## src/rtl/turret_pkg.sv

```systemverilog
// Shared definitions for the turret APB controller: register map, STATUS bits,
// fire sequencer states and default timing.
package turret_pkg;

   localparam int unsigned DATA_W = 32;
   localparam int unsigned ADDR_W = 8;
   localparam int unsigned POS_W  = 16;
   localparam int unsigned TMR_W  = 24;

   localparam logic [ADDR_W-1:0] OFF_CTRL     = 8'h00;
   localparam logic [ADDR_W-1:0] OFF_PAN_TGT  = 8'h04;
   localparam logic [ADDR_W-1:0] OFF_TILT_TGT = 8'h08;
   localparam logic [ADDR_W-1:0] OFF_STATUS   = 8'h0C;
   localparam logic [ADDR_W-1:0] OFF_PAN_CUR  = 8'h10;
   localparam logic [ADDR_W-1:0] OFF_TILT_CUR = 8'h14;

   localparam int unsigned ST_PAN_BUSY  = 0;
   localparam int unsigned ST_TILT_BUSY = 1;
   localparam int unsigned ST_FIRE_ACT  = 2;
   localparam int unsigned ST_COOLDOWN  = 3;
   localparam int unsigned ST_DROPPED   = 4;

   localparam int unsigned DEF_PERIOD_TICKS   = 200000;
   localparam int unsigned DEF_MIN_PW         = 10000;
   localparam int unsigned DEF_MAX_PW         = 20000;
   localparam int unsigned DEF_CENTER_PW      = 15000;
   localparam int unsigned DEF_STEP           = 200;
   localparam int unsigned DEF_FIRE_TICKS     = 500000;
   localparam int unsigned DEF_COOLDOWN_TICKS = 5000000;

   typedef enum logic [1:0] {
      FIRE_IDLE     = 2'd0,
      FIRE_ACTIVE   = 2'd1,
      FIRE_COOLDOWN = 2'd2
   } fire_state_e;

   // Saturate a written target into the legal pulse-width window.
   function automatic logic [POS_W-1:0] clamp_pw(input logic [DATA_W-1:0] v,
                                                 input int unsigned lo,
                                                 input int unsigned hi);
      if (v < DATA_W'(lo))      return POS_W'(lo);
      else if (v > DATA_W'(hi)) return POS_W'(hi);
      else                      return POS_W'(v);
   endfunction

endpackage

```

## src/rtl/turret_apb_ctrl_servo.sv

```systemverilog
// One servo axis: frame-synchronous slew of the current position toward the
// target and the registered PWM compare against the shared frame counter.
module servo_slew_pwm
   import turret_pkg::*;
#(
   parameter int unsigned CNT_W     = 18,
   parameter int unsigned STEP      = DEF_STEP,
   parameter int unsigned CENTER_PW = DEF_CENTER_PW
) (
   input  logic             clk,
   input  logic             rst,
   input  logic             wrap,
   input  logic             enable,
   input  logic [CNT_W-1:0] count,
   input  logic [POS_W-1:0] tgt,
   output logic [POS_W-1:0] cur,
   output logic             pwm
);

   logic [POS_W-1:0] cur_nxt;

   // Move toward the target by at most STEP without overshooting.
   always_comb begin
      cur_nxt = cur;
      if (tgt > cur)
         cur_nxt = ((tgt - cur) > POS_W'(STEP)) ? cur + POS_W'(STEP) : tgt;
      else if (tgt < cur)
         cur_nxt = ((cur - tgt) > POS_W'(STEP)) ? cur - POS_W'(STEP) : tgt;
   end

   always_ff @(posedge clk or posedge rst) begin
      if (rst) begin
         cur <= POS_W'(CENTER_PW);
         pwm <= 1'b0;
      end else begin
         if (wrap) cur <= cur_nxt;
         pwm <= enable & (32'(count) < 32'(cur));
      end
   end

endmodule

```

## src/rtl/turret_apb_ctrl.sv

```systemverilog
// APB3 turret sequencer: target/status registers, shared PWM frame counter,
// two servo channels and the fire solenoid pulse/cooldown sequencer.
module turret_apb_ctrl
   import turret_pkg::*;
#(
   parameter int unsigned PERIOD_TICKS   = DEF_PERIOD_TICKS,
   parameter int unsigned MIN_PW         = DEF_MIN_PW,
   parameter int unsigned MAX_PW         = DEF_MAX_PW,
   parameter int unsigned CENTER_PW      = DEF_CENTER_PW,
   parameter int unsigned STEP           = DEF_STEP,
   parameter int unsigned FIRE_TICKS     = DEF_FIRE_TICKS,
   parameter int unsigned COOLDOWN_TICKS = DEF_COOLDOWN_TICKS
) (
   input  logic              PCLK,
   input  logic              PRESET,
   input  logic              PSEL,
   input  logic              PENABLE,
   input  logic              PWRITE,
   input  logic [ADDR_W-1:0] PADDR,
   input  logic [DATA_W-1:0] PWDATA,
   output logic [DATA_W-1:0] PRDATA,
   output logic              PREADY,
   output logic              PSLVERR,
   output logic              PAN_PWM,
   output logic              TILT_PWM,
   output logic              FIRE,
   output logic              IRQ
);

   localparam int unsigned CNT_W = (PERIOD_TICKS > 1) ? $clog2(PERIOD_TICKS) : 1;

   logic [ADDR_W-1:0] addr;
   logic              unused_addr_lsb;
   logic              setup, access, addr_err, wr_ok;
   logic              enable, enable_nxt, fire_wr, clr_wr;
   logic [POS_W-1:0]  pan_tgt, tilt_tgt, pan_cur, tilt_cur;
   logic [CNT_W-1:0]  count;
   logic              wrap;
   fire_state_e       state, state_nxt;
   logic [TMR_W-1:0]  timer, timer_nxt;
   logic              fire_nxt, dropped, dropped_nxt;
   logic [DATA_W-1:0] status, rdata;

   assign addr            = {PADDR[ADDR_W-1:2], 2'b00};
   assign unused_addr_lsb = &{1'b0, PADDR[1:0]};
   assign setup           = PSEL & ~PENABLE;
   assign access          = PSEL & PENABLE;
   assign addr_err        = (addr > OFF_TILT_CUR) |
                            (PWRITE & ((addr == OFF_PAN_CUR) | (addr == OFF_TILT_CUR)));
   assign wr_ok           = access & PWRITE & ~addr_err;
   assign enable_nxt      = (wr_ok && addr == OFF_CTRL) ? PWDATA[0] : enable;
   assign fire_wr         = wr_ok & (addr == OFF_CTRL) & PWDATA[1];
   assign clr_wr          = wr_ok & (addr == OFF_STATUS) & PWDATA[ST_DROPPED];
   assign wrap            = enable & (count == CNT_W'(PERIOD_TICKS - 1));
   assign PREADY          = 1'b1;
   assign IRQ             = dropped;

   always_comb begin
      status               = '0;
      status[ST_PAN_BUSY]  = (pan_cur != pan_tgt);
      status[ST_TILT_BUSY] = (tilt_cur != tilt_tgt);
      status[ST_FIRE_ACT]  = (state == FIRE_ACTIVE);
      status[ST_COOLDOWN]  = (state == FIRE_COOLDOWN);
      status[ST_DROPPED]   = dropped;
   end

   always_comb begin
      rdata = '0;
      case (addr)
         OFF_CTRL:     rdata = DATA_W'(enable);
         OFF_PAN_TGT:  rdata = DATA_W'(pan_tgt);
         OFF_TILT_TGT: rdata = DATA_W'(tilt_tgt);
         OFF_STATUS:   rdata = status;
         OFF_PAN_CUR:  rdata = DATA_W'(pan_cur);
         OFF_TILT_CUR: rdata = DATA_W'(tilt_cur);
         default:      rdata = '0;
      endcase
   end

   // Bus-facing registers; read data and error are captured in the setup phase.
   always_ff @(posedge PCLK or posedge PRESET) begin
      if (PRESET) begin
         PRDATA   <= '0;
         PSLVERR  <= 1'b0;
         enable   <= 1'b0;
         pan_tgt  <= POS_W'(CENTER_PW);
         tilt_tgt <= POS_W'(CENTER_PW);
      end else begin
         if (setup)        PSLVERR <= addr_err;
         else if (!access) PSLVERR <= 1'b0;
         if (setup && !PWRITE) PRDATA <= rdata;
         enable <= enable_nxt;
         if (wr_ok && addr == OFF_PAN_TGT)  pan_tgt  <= clamp_pw(PWDATA, MIN_PW, MAX_PW);
         if (wr_ok && addr == OFF_TILT_TGT) tilt_tgt <= clamp_pw(PWDATA, MIN_PW, MAX_PW);
      end
   end

   always_ff @(posedge PCLK or posedge PRESET) begin
      if (PRESET)               count <= '0;
      else if (!enable || wrap) count <= '0;
      else                      count <= count + CNT_W'(1);
   end

   servo_slew_pwm #(.CNT_W(CNT_W), .STEP(STEP), .CENTER_PW(CENTER_PW)) u_pan (
      .clk(PCLK), .rst(PRESET), .wrap(wrap), .enable(enable),
      .count(count), .tgt(pan_tgt), .cur(pan_cur), .pwm(PAN_PWM)
   );

   servo_slew_pwm #(.CNT_W(CNT_W), .STEP(STEP), .CENTER_PW(CENTER_PW)) u_tilt (
      .clk(PCLK), .rst(PRESET), .wrap(wrap), .enable(enable),
      .count(count), .tgt(tilt_tgt), .cur(tilt_cur), .pwm(TILT_PWM)
   );

   // Fire sequencer; a rejected fire request sets dropped after any W1C clear.
   always_comb begin
      state_nxt   = state;
      timer_nxt   = timer;
      fire_nxt    = 1'b0;
      dropped_nxt = dropped;
      if (clr_wr) dropped_nxt = 1'b0;
      case (state)
         FIRE_IDLE: begin
            if (fire_wr && enable_nxt) begin
               state_nxt = FIRE_ACTIVE;
               timer_nxt = TMR_W'(FIRE_TICKS - 1);
               fire_nxt  = 1'b1;
            end else if (fire_wr) begin
               dropped_nxt = 1'b1;
            end
         end
         FIRE_ACTIVE: begin
            if (fire_wr) dropped_nxt = 1'b1;
            if (!enable_nxt || timer == '0) begin
               state_nxt = FIRE_COOLDOWN;
               timer_nxt = TMR_W'(COOLDOWN_TICKS - 1);
            end else begin
               timer_nxt = timer - TMR_W'(1);
               fire_nxt  = 1'b1;
            end
         end
         FIRE_COOLDOWN: begin
            if (fire_wr) dropped_nxt = 1'b1;
            if (timer == '0) state_nxt = FIRE_IDLE;
            else             timer_nxt = timer - TMR_W'(1);
         end
         default: state_nxt = FIRE_IDLE;
      endcase
   end

   always_ff @(posedge PCLK or posedge PRESET) begin
      if (PRESET) begin
         state   <= FIRE_IDLE;
         timer   <= '0;
         FIRE    <= 1'b0;
         dropped <= 1'b0;
      end else begin
         state   <= state_nxt;
         timer   <= timer_nxt;
         FIRE    <= fire_nxt;
         dropped <= dropped_nxt;
      end
   end

endmodule

```

## config.mk

```make
export PLATFORM = sky130hd
export DESIGN_NAME = turret_apb_ctrl
export DESIGN_NICKNAME = d
export VERILOG_FILES = /design/src/rtl/turret_pkg.sv /design/src/rtl/turret_apb_ctrl_servo.sv /design/src/rtl/turret_apb_ctrl.sv
export SDC_FILE = /design/constraint.sdc
export NUM_CORES = 1
export LEC_CHECK = 0
export ABC_AREA = 0
export ABC_CLOCK_PERIOD_IN_PS = 4400
export CAP_MARGIN = 5
export CORE_MARGIN = 2
export CORE_UTILIZATION = 35
export CTS_CLUSTER_DIAMETER = 60
export DETAILED_ROUTE_END_ITERATION = 10
export GPL_TIMING_DRIVEN = 0
export PLACE_DENSITY = 0.62
export SYNTH_ARGS = -nofsm -noshare
export SYNTH_HDL_FRONTEND = slang
export SYNTH_SLANG_ARGS = --single-unit
```

## constraint.sdc

```tcl
create_clock -name PCLK -period 4.4 [get_ports PCLK]
set_input_delay 0.88 -clock PCLK [delete_from_list [all_inputs] [get_ports PCLK]]
set_output_delay 0.88 -clock PCLK [all_outputs]
set_load 0.02 [all_outputs]
```

Yosys cells after proc, flatten, opt, wreduce, memory -nomap -nowiden --
Cells that the tools add are included.
Cells by class: add/sub/neg operators 10, bitwise logic cells 16, $lt $le $gt $ge 13, equality and inequality tests 15, multiplexer cells 30, reduce and logical (&&, ||, !) cells 21
Operators with widths (count):
- $mux W16 | 10
- $pmux W16 S6 | 1
- $mux W24 | 3
- $pmux W24 S3 | 1
- $gt A16 B8 Y1 const B | 4
- $sub A16 B16 Y16 | 4
- $lt A18 B16 Y1 | 2
- $add A16 B8 Y16 const B | 2
- $gt A16 B16 Y1 | 2
- $gt A32 B15 Y1 const B | 1
- $lt A16 B16 Y1 | 2
- $lt A32 B14 Y1 const B | 1
- $ne A16 B16 Y1 | 2
- $sub A16 B8 Y16 const B | 2
- $logic_not A24 Y1 | 1
- $sub A24 B1 Y24 const B | 1
- $add A18 B1 Y18 const B | 1
- $eq A18 B18 Y1 const B | 1
- $mux W18 | 1
- $and A1 B1 Y1 | 12
- $eq A6 B2 Y1 const B | 2
- $eq A6 B3 Y1 const B | 2
- $gt A8 B5 Y1 const B | 1
- $logic_not A8 Y1 | 1
- 20 further kinds | 45
Storage, ports and cells: logic and storage cells 119, input bits 45, output and inout port bits 38, bits in registers 146

Logic depth before layout (Yosys ltp) --
Gate-level depths: netlist (run 1).
depth after elaboration 12, depth in mapped cells 15, depth with buffers taken out 13

Hierarchy --
From an unflattened synthesis (run 1), not the netlist that was laid out.
Unflattened totals: cells, all modules 1517, area, all modules 12364.4 sq um
Modules (own cells, without submodules):
- turret_apb_ctrl | sequential area each 2419.8 sq um, times used 1, area an instance 5590.4 sq um, cells an instance 617
- servo_slew_pwm at u_pan | sequential area each 434.2 sq um, times used 1, area an instance 3563.4 sq um, cells an instance 471
- servo_slew_pwm at u_tilt | sequential area each 434.2 sq um, times used 1, area an instance 3210.6 sq um, cells an instance 429

Worst setup path before layout (run 1) --
Ideal clock, no wire load.
path type register -> register, start reg pan_tgt[3], end reg u_pan.cur[10], path buffers 2, slack 0.763 ns, arrival 3.516 ns, clock period less this slack 3.637 ns, cell stages (with the launch flop) 15, data required time 4.279 ns, library setup time 0.121 ns, cell sequence dfstp_2 -> inv_1 -> ha_1 -> and2_1 -> buf_6 -> o211a_4 -> or3_4 -> a2111oi_4 -> o21ba_1 -> o211ai_2 -> a2111oi_4 -> mux2_4 -> buf_8 -> nand2_4 -> o22a_1
Between the ends: cells in the longest elaborated chain, start to end 5, elaborated cells on any way between the ends 12, classes of those cells 2 x add/sub; 4 x order compare; 4 x mux; 2 x reduce/logical
Ends and longest elaborated chain:
- from (decl) | line turret_apb_ctrl.sv:36 | logic [POS_W-1:0] pan_tgt, tilt_tgt, pan_cur, tilt_cur;
- from (signal assigned) | line turret_apb_ctrl.sv:86 | pan_tgt <= POS_W'(CENTER_PW);
- from (signal assigned) | line turret_apb_ctrl.sv:93 | if (wr_ok && addr == OFF_PAN_TGT) pan_tgt <= clamp_pw(PWDATA, MIN_PW, MAX_PW);
- $sub A16 B16 Y16 | line turret_apb_ctrl_servo.sv:28 | cur_nxt = ((cur - tgt) > POS_W'(STEP)) ? cur - POS_W'(STEP) : tgt;
- $gt A16 B8 Y1 | line turret_apb_ctrl_servo.sv:28
- $mux W16 | line turret_apb_ctrl_servo.sv:28
- $mux W16 | line turret_apb_ctrl_servo.sv:27 | else if (tgt < cur)
- $mux W16 | line turret_apb_ctrl_servo.sv:25 | if (tgt > cur)
- to (signal assigned) | line turret_apb_ctrl_servo.sv:33 | cur <= POS_W'(CENTER_PW);
- to (signal assigned) | line turret_apb_ctrl_servo.sv:36 | if (wrap) cur <= cur_nxt;
- to (decl) | line turret_apb_ctrl_servo.sv:16 | output logic [POS_W-1:0] cur,
Parallel ways exist; a longest one is shown, timed or not. The select of a mux whose other input is x is not followed. A chain may end at the register's enable or synchronous reset.

Worst setup path after layout (run 1) --
start reg u_pan.cur[7], end reg u_pan.cur[5]
Between the ends: cells in the longest elaborated chain, start to end 5, elaborated cells on any way between the ends 12, classes of those cells 2 x add/sub; 4 x order compare; 4 x mux; 2 x reduce/logical
Ends and longest elaborated chain (line):
- $sub A16 B16 Y16 | turret_apb_ctrl_servo.sv:28
- $gt A16 B8 Y1 | turret_apb_ctrl_servo.sv:28
- $mux W16 | turret_apb_ctrl_servo.sv:28
- $mux W16 | turret_apb_ctrl_servo.sv:27
- $mux W16 | turret_apb_ctrl_servo.sv:25
Parallel ways exist; a longest one is shown, timed or not. The select of a mux whose other input is x is not followed.

==> results_tabular.tex, run 1 <==
\begin{tabular}{lr}
\hline
Metric & Value \\
\hline
\multicolumn{2}{l}{\textbf{Setup path}} \\
\quad Family with the most delay on the worst path & compound AO/OA/AOI/OAI gates \\
\quad Type of the setup path with the least slack & reg -> reg \\
\quad Crit path max-delay cell type & dfstp\_2 \\
\quad Capturing element type of the critical path & flip-flop \\
\quad Critical Path Max Stage Delay & 0.53 ns \\
\quad Critical Path End & u\_pan.cur[5] \\
\quad Worst r2r dst & u\_pan.cur[5] \\
\quad Launching instance or port of the critical path & u\_pan.cur[7] \\
\quad Worst Path Max Fanout & 10 \\
\quad Worst path cell trace & clkbuf\_1 -> inv\_1 -> ha\_1 -> a21oi\_1 -> and2\_1 -> nor2b\_1 -> or4\_1 -> a222oi\_1 -> nand4b\_1 -> o31ai\_4 -> buf\_2 -> nor2\_1 -> o21a\_1 -> o21ba\_1 \\
\quad Path length in cells of the critical path & 14 \\
\quad Worst Path Arrival & approximately 4.6 ns \\
\quad Kind of start point of the critical path & flip-flop \\
\quad Depth of the worst register-to-register path & 14 \\
\quad Reg2reg setup slack & 0.19 ns \\
\quad Required @ worst endpoint & 4.77 ns \\
\quad Critical register-to-register path startpoint & u\_pan.cur[7] \\
\quad Buffers and inverters on the worst path & 3 \\
\multicolumn{2}{l}{\textbf{GRT}} \\
\quad GRT Residual Overflow & 0 \\
\quad Via count of the first global-routing pass & 11090 \\
\quad Initial antenna violation count & 1 \\
\quad GRT Overall Usage & 22.15\% \\
\quad First-pass GRT wire length & about 61 mm \\
\quad Maximum number of pins on one net before global-route repair & 82 \\
\multicolumn{2}{l}{\textbf{STA}} \\
\quad Final WS setup & 0.1948 ns \\
\quad Worst setup skew after layout & 0.009782 ns \\
\quad Worst slew pin tran & 1.026 ns \\
\quad Fmax & 237.8 MHz \\
\quad Hold WS & 0.4746 ns \\
\quad Final Hold Violating Endpoints & 0 \\
\quad Final worst-path cycle share & 95.57\% \\
\quad Max\_slew headroom & 31.10\% \\
\quad Number of setup violations in the final report & 0 \\
\quad Total Negative Setup Slacks & 0 ns \\
\quad Max-slew violation total from the final report & 0 \\
\quad Final critical-path required period & 4.205 ns \\
\multicolumn{2}{l}{\textbf{Clocking}} \\
\quad Clock tree from TritonCTS & done \\
\quad Clock latency of the later-clocked register in the worst-skew pair & 0.43 ns \\
\quad Maximum count of clock buffers along a single path & 2 \\
\quad Total clock sinks & 130 \\
\quad Number of CTS-inserted buffers & 17 \\
\quad Register clock-pin slew on the reported worst setup and hold paths & 0.06 ns \\
\quad Number of buffers inserted for hold repair after clock tree synthesis & 0 \\
\quad Total number of H-tree levels & 4 \\
\quad Clock root cell & clkbuf\_16 \\
\multicolumn{2}{l}{\textbf{Synth}} \\
\quad Syn avg cell area & between 7 and 8 µm² \\
\quad Number of flip-flops and latches in the synthesized netlist & 130 \\
\quad Synth area leaders & dfrtp\_1 22\%, ha\_1 11\%, o21ai\_0 6.3\% \\
\quad Post-synth cell types & 91 \\
\quad Predominant post-synthesis flop cell & dfrtp\_1 \\
\quad Number of warning messages in the yosys log & 0 \\
\quad Number of enable flip-flop cells after synthesis & 0 \\
\quad Synth top cells by count & 167 x nand2\_1, 149 x o21ai\_0, 117 x a21oi\_1, 102 x dfrtp\_1, 102 x ha\_1 \\
\quad Proportion of register bits with asynchronous set or reset after synthesis & 100.0\% \\
\quad Portion of synthesized cell area occupied by the leading cell type & between 20\% and 30\% \\
\quad Mapped cell area & 11760 µm² \\
\quad Most frequently used cell type in the post-synthesis netlist & nand2\_1 \\
\quad Sequential element share of the synthesized area & between 20\% and 30\% \\
\quad Area leader, netlist & dfrtp\_1 \\
\quad Instance count of the mapped netlist & 1491 \\
\multicolumn{2}{l}{\textbf{Detailed routing}} \\
\quad Number of optimization iterations in the first detailed-route pass & 6 \\
\quad Initial detailed-routing violation count & about 1200 \\
\quad Remaining design rule violation count & 0 \\
\quad Final routed wire length divided by cell count & roughly 19 µm \\
\quad Routed via count & 11970 \\
\quad Average via count per standard cell & 5.840 \\
\quad Number of nets still failing antenna checks after routing & 0 \\
\quad WL final & 39.36 mm \\
\multicolumn{2}{l}{\textbf{Placement}} \\
\quad Worst setup slack before clock tree synthesis & -0.8092 ns \\
\quad Global placement routability congestion & 0.9498 \\
\quad Buffers added on ports & 62 \\
\quad Total placed instance area & 13030 µm² \\
\quad Total half-perimeter wirelength after legalization and detailed placement & 30.74 mm \\
\multicolumn{2}{l}{\textbf{Final layout}} \\
\quad Fin util & a little over 40\% \\
\quad Post-route standard cell area excluding fillers & 13730 µm² \\
\quad Proportion of layout cells with a drive suffix above 1 & 7.745\% \\
\quad Area overhead of the layout relative to synthesis & 16.71\% \\
\quad Final layout net count & approximately 1700 \\
\multicolumn{2}{l}{\textbf{Power}} \\
\quad Power density of the placed cells & about 230 nW/µm² \\
\quad Largest vdd supply drop & between 0.2 and 0.3 mV \\
\quad Static leakage power & 5.556 nW \\
\multicolumn{2}{l}{\textbf{Floorplanning}} \\
\quad Placeable core region & about 33000 µm² \\
\quad Count of pins on the block boundary & 83 \\
\quad Die area & $\sim$35000 µm² \\
\quad Row count & between 60 and 70 \\
\quad Overall die height & roughly 190 µm \\
\quad Die Width & 187.3 µm \\
\quad Effective utilization at floorplan & 35.34\% \\
\multicolumn{2}{l}{\textbf{Run status}} \\
\quad Run status & completed \\
\multicolumn{2}{l}{\textbf{Run}} \\
\quad Number of violations of the max-capacitance limit & 0 \\
\multicolumn{2}{l}{\textbf{Min path}} \\
\quad Hold/Removal Path Class & reg -> reg \\
\hline
\end{tabular}
-- cell type report --
type,count,area [µm²]
clock inverter,12,156.4
tap,448,560.5
antenna,1,2.502
timing repair buffer,64,655.6
inverter,96,365.4
fill,3424,19560
multi-input combinational,1196,7814
sequential,130,3288
clock buffer,20,466.7
buffer,83,416.7
-- state kept, by name, indices dropped and copies added (netlist names), 2 cells and up --
name,cells
PRDATA,16
count,18
pan_tgt,16
state,2
tilt_tgt,16
timer,24
u_pan.cur,16
u_tilt.cur,16
-- worst min-delay path by stage --
stage,startpoint,end,slack [ns],cells past startpoint
3_5_place_dp,PRDATA[9],PRDATA[9],0.47,2
6_report,PRDATA[3],PRDATA[3],0.47,2
4_1_cts,PRDATA[9],PRDATA[9],0.48,2
3_3_place_gp,PRDATA[9],PRDATA[9],0.46,2
5_1_grt,PRDATA[6],PRDATA[6],0.50,2
2_1_floorplan,timer[13],timer[13],0.45,1
-- power breakdown --
group	total, mW	switching (mW)	internal, mW	leakage (nW)
combinational	0.397	0.248	0.149	3.64
clock	1.52	0.579	0.936	0.294
sequential	1.22	0.0148	1.21	1.62
total	3.14	0.842	2.29	5.56
-- placed cells by master, fill, tap and decap left out, types with 12 or more instances in the layout --
master and count:
conb_1 17, dfstp_2 28, inv_1 95, and3_1 13, clkbuf_1 55, a31oi_1 17, xor2_1 16, clkbuf_16 17
nand4_1 23, clkdlybuf4s50_1 62, dfrtp_1 102, nor2_1 88, or3_1 25, mux2i_1 12, xnor2_1 31, ha_1 102
nor4_1 17, and2_1 16, a21oi_1 116, a21o_1 27, nand3_1 46, o31ai_1 15, buf_4 18, nand2_1 166
o21ai_0 149, nand2b_1 17, nor2b_1 19, nor3_1 41, a22oi_1 24
-- worst min-delay path: stages (launching register included) --
cell     delay [ns]
dfrtp_1        0.34
nand2_1        0.04
o21ai_0        0.06
-- routing by layer --
metal	track usage, %	wire length, µm	up-vias
met3	4.615	3382	92
met1	29.99	17020	5697
met5	0	0	-
met2	34.39	17510	561
li1	-	-	5623
met4	9.035	1450	0
-- what timing repair did --
item / in CTS / in global routing
gates resized for setup: 3 / 12
pin swaps: 0 / 1
buffers inserted: 0 / 1
endpoints found under the setup margin: 20 / 30
-- logic make-up (layout without fill, tap and decap cells) --
family	Yosys count	count (layout)	synth area share (%)
simple gates	513	513	21.56
compound gates	497	497	27.45
buf+inv	180	275	6.628
flops	130	130	27.96
fa+ha+maj	103	103	11.02
xor+xnor	47	47	3.500
mux	19	19	1.819
other cells	2	18	0.06386
-- per-stage QoR --
stage                     cells  power, mW
after floorplan            1506      1.488
after global placement     2016      1.618
after detailed placement   2017      1.625
after CTS                  2049      3.139
after global routing       2049      3.242
final                      2050      3.137
Power figures use the tool's default switching activity.
==> run 2: changes to the inputs <==
--- a/config.mk
+++ b/config.mk
@@ -14,4 +14,5 @@
 export DETAILED_ROUTE_END_ITERATION = 10
 export GPL_TIMING_DRIVEN = 0
+export HOLD_SLACK_MARGIN = 0.03
 export PLACE_DENSITY = 0.62
 export SYNTH_ARGS = -nofsm -noshare
==> constraint.sdc (replaced) <==
create_clock -name PCLK -period 4.4 [get_ports PCLK]
set_input_delay 0.88 -clock PCLK [delete_from_list [all_inputs] [get_ports PCLK]]
set_output_delay 0.88 -clock PCLK [all_outputs]
set_load 0.1 [all_outputs]
==> results of run 2 <==
Same layout as run 1 (identical final DEF). Status: completed.
Main changes from that run: total power 3.137 mW -> 3.196 mW; worst IR drop on VDD 0.2768 mV -> 0.2769 mV
==> run 3: changes to the inputs <==
Settings changed: CAP_MARGIN 5 to default, PLACE_DENSITY 0.62 to 0.64.
==> run 3 against run 2 <==
Against the previous run: the run now ends with capacitance limit, slew limit left; clock skew rose by 0.00076 ns; sequential power about the same; via count is 1.0% lower; highest routed layer unchanged; critical path type unchanged; global-route usage about the same; total power decreased by 1.3%; setup slack better by 0.016 ns; clock power is 3% lower; clock-buffer cell count decreased by 1; non-clock buffer count increased by 1; die area unchanged.
==> results_tabular.tex, run 3 (synthesized netlist as in run 1, its figures left out) <==
\begin{tabular}{lr}
\hline
Metric & Value \\
\hline
\multicolumn{2}{l}{\textbf{Run status}} \\
\quad Run status & finished, violations left \\
\quad Failing checks & capacitance limit, slew limit \\
\multicolumn{2}{l}{\textbf{Final layout}} \\
\quad Post-route standard cell area excluding fillers & 13700 µm² (-0.16\%) \\
\quad Most frequent standard cell in the layout excluding fill and tap cells & nand2\_1 \\
\quad Flip-flop count of the largest register, all copies and words added & 24 (unchanged) \\
\quad FF/Latch Area & 3288 µm² (unchanged) \\
\quad Number of antenna cells inserted & 0 (-1) \\
\quad \# fillers & 3387 (-1.1\%) \\
\quad Largest Register & timer \\
\quad Final layout net count & 1737 (+0.058\%) \\
\quad Most frequent cells in the layout & 166 x nand2\_1, 149 x o21ai\_0, 116 x a21oi\_1 \\
\quad Area occupied by multi-input gates & 7810 µm² (about the same) \\
\quad Area overhead of the layout relative to synthesis & 16.53\% \\
\quad Cell Count, Final, Fillers Out & 2050 (unchanged) \\
\quad Proportion of layout cells with a drive suffix above 1 & 7.678\% (-0.067 points) \\
\quad Top flop regs & timer (24), count (18) \\
\multicolumn{2}{l}{\textbf{Setup path}} \\
\quad Worst path cell trace & inv\_1 -> ha\_1 -> a21o\_1 -> and2\_1 -> or3\_4 -> a2111oi\_4 -> o21ba\_1 -> o211ai\_2 -> a2111oi\_4 -> mux2\_4 -> buf\_8 -> nand2\_4 -> o22a\_1 \\
\quad Top cell by count, worst path & a2111oi\_4 \\
\quad Worst Path Max Fanout & 10 (unchanged) \\
\quad Kind of start point of the critical path & flip-flop \\
\quad Required @ worst endpoint & 4.72 ns (-0.05 ns) \\
\quad Type of the setup path with the least slack & reg -> reg \\
\quad Critical Path Max Stage Delay & 0.73 ns (+0.20 ns) \\
\quad Crit path max-delay cell type & a2111oi\_4 \\
\quad Worst Path Arrival & 4.51 ns (-0.07 ns) \\
\quad Capturing element type of the critical path & flip-flop \\
\multicolumn{2}{l}{\textbf{Power}} \\
\quad Portion of total power attributed to the clock network & 46.9\% \\
\quad Pint & 2.263 mW \\
\quad Power density of the placed cells & between 200 and 250 nW/µm² \\
\quad Static leakage power & 5.542 nW (-0.25\%) \\
\quad Largest vdd supply drop & 0.2921 mV \\
\quad Power share of the sequential group & 38.8\% \\
\quad Sw Pwr & between 800 and 900 µW \\
\quad Switching portion of total power & 28.27\% \\
\quad Logic gate share of total power & 14.3\% \\
\multicolumn{2}{l}{\textbf{Clocking}} \\
\quad Total number of H-tree levels & 4 (unchanged) \\
\quad Clock latency of the later-clocked register in the worst-skew pair & 0.43 ns (about the same) \\
\quad Number of buffers inserted for hold repair after clock tree synthesis & 0 (unchanged) \\
\quad Register clock-pin slew on the reported worst setup and hold paths & 0.06 ns (about the same) \\
\quad Clock tree from TritonCTS & done \\
\quad Number of CTS-inserted buffers & 17 (unchanged) \\
\quad Maximum count of clock buffers along a single path & 2 (unchanged) \\
\quad Clock root cell & clkbuf\_16 \\
\quad Total clock sinks & 130 (unchanged) \\
\multicolumn{2}{l}{\textbf{Detailed routing}} \\
\quad Initial detailed-routing violation count & 1161 (+0.35\%) \\
\quad WL final & 38.90 mm (-1.2\%) \\
\quad Remaining design rule violation count & 0 (unchanged) \\
\quad Detailed-route wire length on metal 1 & 17.66 mm (+3.8\%) \\
\quad Detail Route met3 WL & 3.004 mm (-11\%) \\
\quad Number of nets still failing antenna checks after routing & 0 (unchanged) \\
\quad Average via count per standard cell & 5.780 (-1.0\%) \\
\quad Final routed wire length divided by cell count & 18.98 µm (-1.2\%) \\
\quad Number of optimization iterations in the first detailed-route pass & 5 (-1) \\
\quad DR WL met2 & 17.22 mm (-1.7\%) \\
\quad DR top layer & met4 \\
\quad Routed via count & 11850 (-1.0\%) \\
\multicolumn{2}{l}{\textbf{STA}} \\
\quad Max\_slew headroom & -0.5252\% (-32 points) \\
\quad Total Negative Setup Slacks & 0 ns (unchanged) \\
\quad Final worst-path cycle share & 95.20\% (-0.37 points) \\
\quad Final critical-path required period & 4.189 ns (-0.01619 ns) \\
\quad Fmax & 238.7 MHz (+0.39\%) \\
\quad Hold WS & 0.4769 ns (+0.002321 ns) \\
\quad Worst slew pin tran & 1.494 ns (+0.4685 ns) \\
\quad Worst setup skew after layout & 0.01055 ns (+0.0007639 ns) \\
\quad Final Hold Violating Endpoints & 0 (unchanged) \\
\quad Number of setup violations in the final report & 0 (unchanged) \\
\quad Max-slew violation total from the final report & 1 (+1) \\
\multicolumn{2}{l}{\textbf{Placement}} \\
\quad Number of placed instances with taps included & 2017 (unchanged) \\
\quad Global placement routability congestion & 0.9579 (+0.85\%) \\
\quad Total half-perimeter wirelength after legalization and detailed placement & 30.62 mm (-0.39\%) \\
\quad Buffers added on ports & 62 (unchanged) \\
\quad Total placed instance area & 13030 µm² (unchanged) \\
\multicolumn{2}{l}{\textbf{GRT}} \\
\quad Via count of the first global-routing pass & 11030 (-0.49\%) \\
\quad First-pass GRT wire length & 61.57 mm (+0.12\%) \\
\quad GRT Overall Usage & 22.13\% (about the same) \\
\quad Maximum number of pins on one net before global-route repair & 82 (unchanged) \\
\quad Initial antenna violation count & 0 (-1) \\
\quad GRT Residual Overflow & 0 (unchanged) \\
\multicolumn{2}{l}{\textbf{Min path}} \\
\quad Hold/Removal Path Class & reg -> reg \\
\multicolumn{2}{l}{\textbf{Floorplanning}} \\
\quad Row count & 67 (unchanged) \\
\quad Effective utilization at floorplan & 35.34\% (unchanged) \\
\quad Die Width & 187.3 µm (unchanged) \\
\quad Die area & 35080 µm² (unchanged) \\
\quad Placeable core region & 33280 µm² (unchanged) \\
\quad Count of pins on the block boundary & 83 (unchanged) \\
\quad Overall die height & 187.3 µm (unchanged) \\
\multicolumn{2}{l}{\textbf{Run}} \\
\quad Number of violations of the max-capacitance limit & 1 (+1) \\
\hline
\end{tabular}
-- run 3: final cells by class --
| type | instances | area share [%] |
|---|---|---|
| Multi-Input combinational cell | 1196 | 56.99 |
| Clock buffer | 19 | 3.232 |
| Buffer | 84 | 3.068 |
| Sequential cell | 130 | 23.99 |
| Tap cell | 448 | 4.090 |
| Clock inverter | 13 | 1.178 |
| Inverter | 96 | 2.666 |
| Timing Repair Buffer | 64 | 4.784 |
-- run 3: stage by stage --
step | power (mW) | setup WS [ns] | util, %
floorplan | 1.547 | 0.09699 | -
global placement | 1.675 | -2.167 | 39.05
detailed placement | 1.679 | -0.7258 | 39.15
CTS | 3.166 | 0.006947 | 40.99
global route | 3.262 | -0.01078 | 41.18
finish | 3.155 | 0.2110 | 41.18
-- run 3: final timing paths --
kind,from,endpoint,slack (ns),cells past startpoint
setup / recovery,pan_tgt[3],u_pan.cur[10],0.21,13
hold / removal,PRDATA[14],PRDATA[14],0.48,2
setup reg to reg,pan_tgt[3],u_pan.cur[10],0.21,13
hold reg to reg,PRDATA[14],PRDATA[14],0.48,2
max in group asynchronous,PRESET,u_pan.cur[7],2.70,3
min in group asynchronous,PRESET,u_tilt.cur[10],0.88,2
-- run 3: power groups by stage --
stage / clock (mW) / sequential [mW] / combinational (mW)
6_report: 1.48 / 1.22 / 0.453
5_1_grt: 1.55 / 1.22 / 0.491
4_1_cts: 1.50 / 1.22 / 0.439
3_5_place_dp: 0 / 1.24 / 0.436
3_3_place_gp: 0 / 1.24 / 0.432
2_1_floorplan: 0 / 1.25 / 0.300
-- run 3: worst max-delay path, delay by kind of cell, from the launching register on --
kind | cells | cell delay [ns]
adders and majority gates | 1 | 0.39
AOI/OAI and AO/OA | 6 | 1.90
muxes | 1 | 0.30
buffers and inverters | 2 | 0.20
and+or+nand+nor | 3 | 0.70
DFF | 1 | 0.57
-- run 3: routing by layer --
layer	global-route usage, %	vias up
met2	34.67	492
li1	-	5639
met1	30.96	5650
met3	4.165	68
met5	0	-
met4	6.471	0
-- run 3: what timing repair did --
action,CTS,global route
pin swaps,0,1
resized for setup,2,13
setup endpoints to repair,18,38
setup buffers,0,1
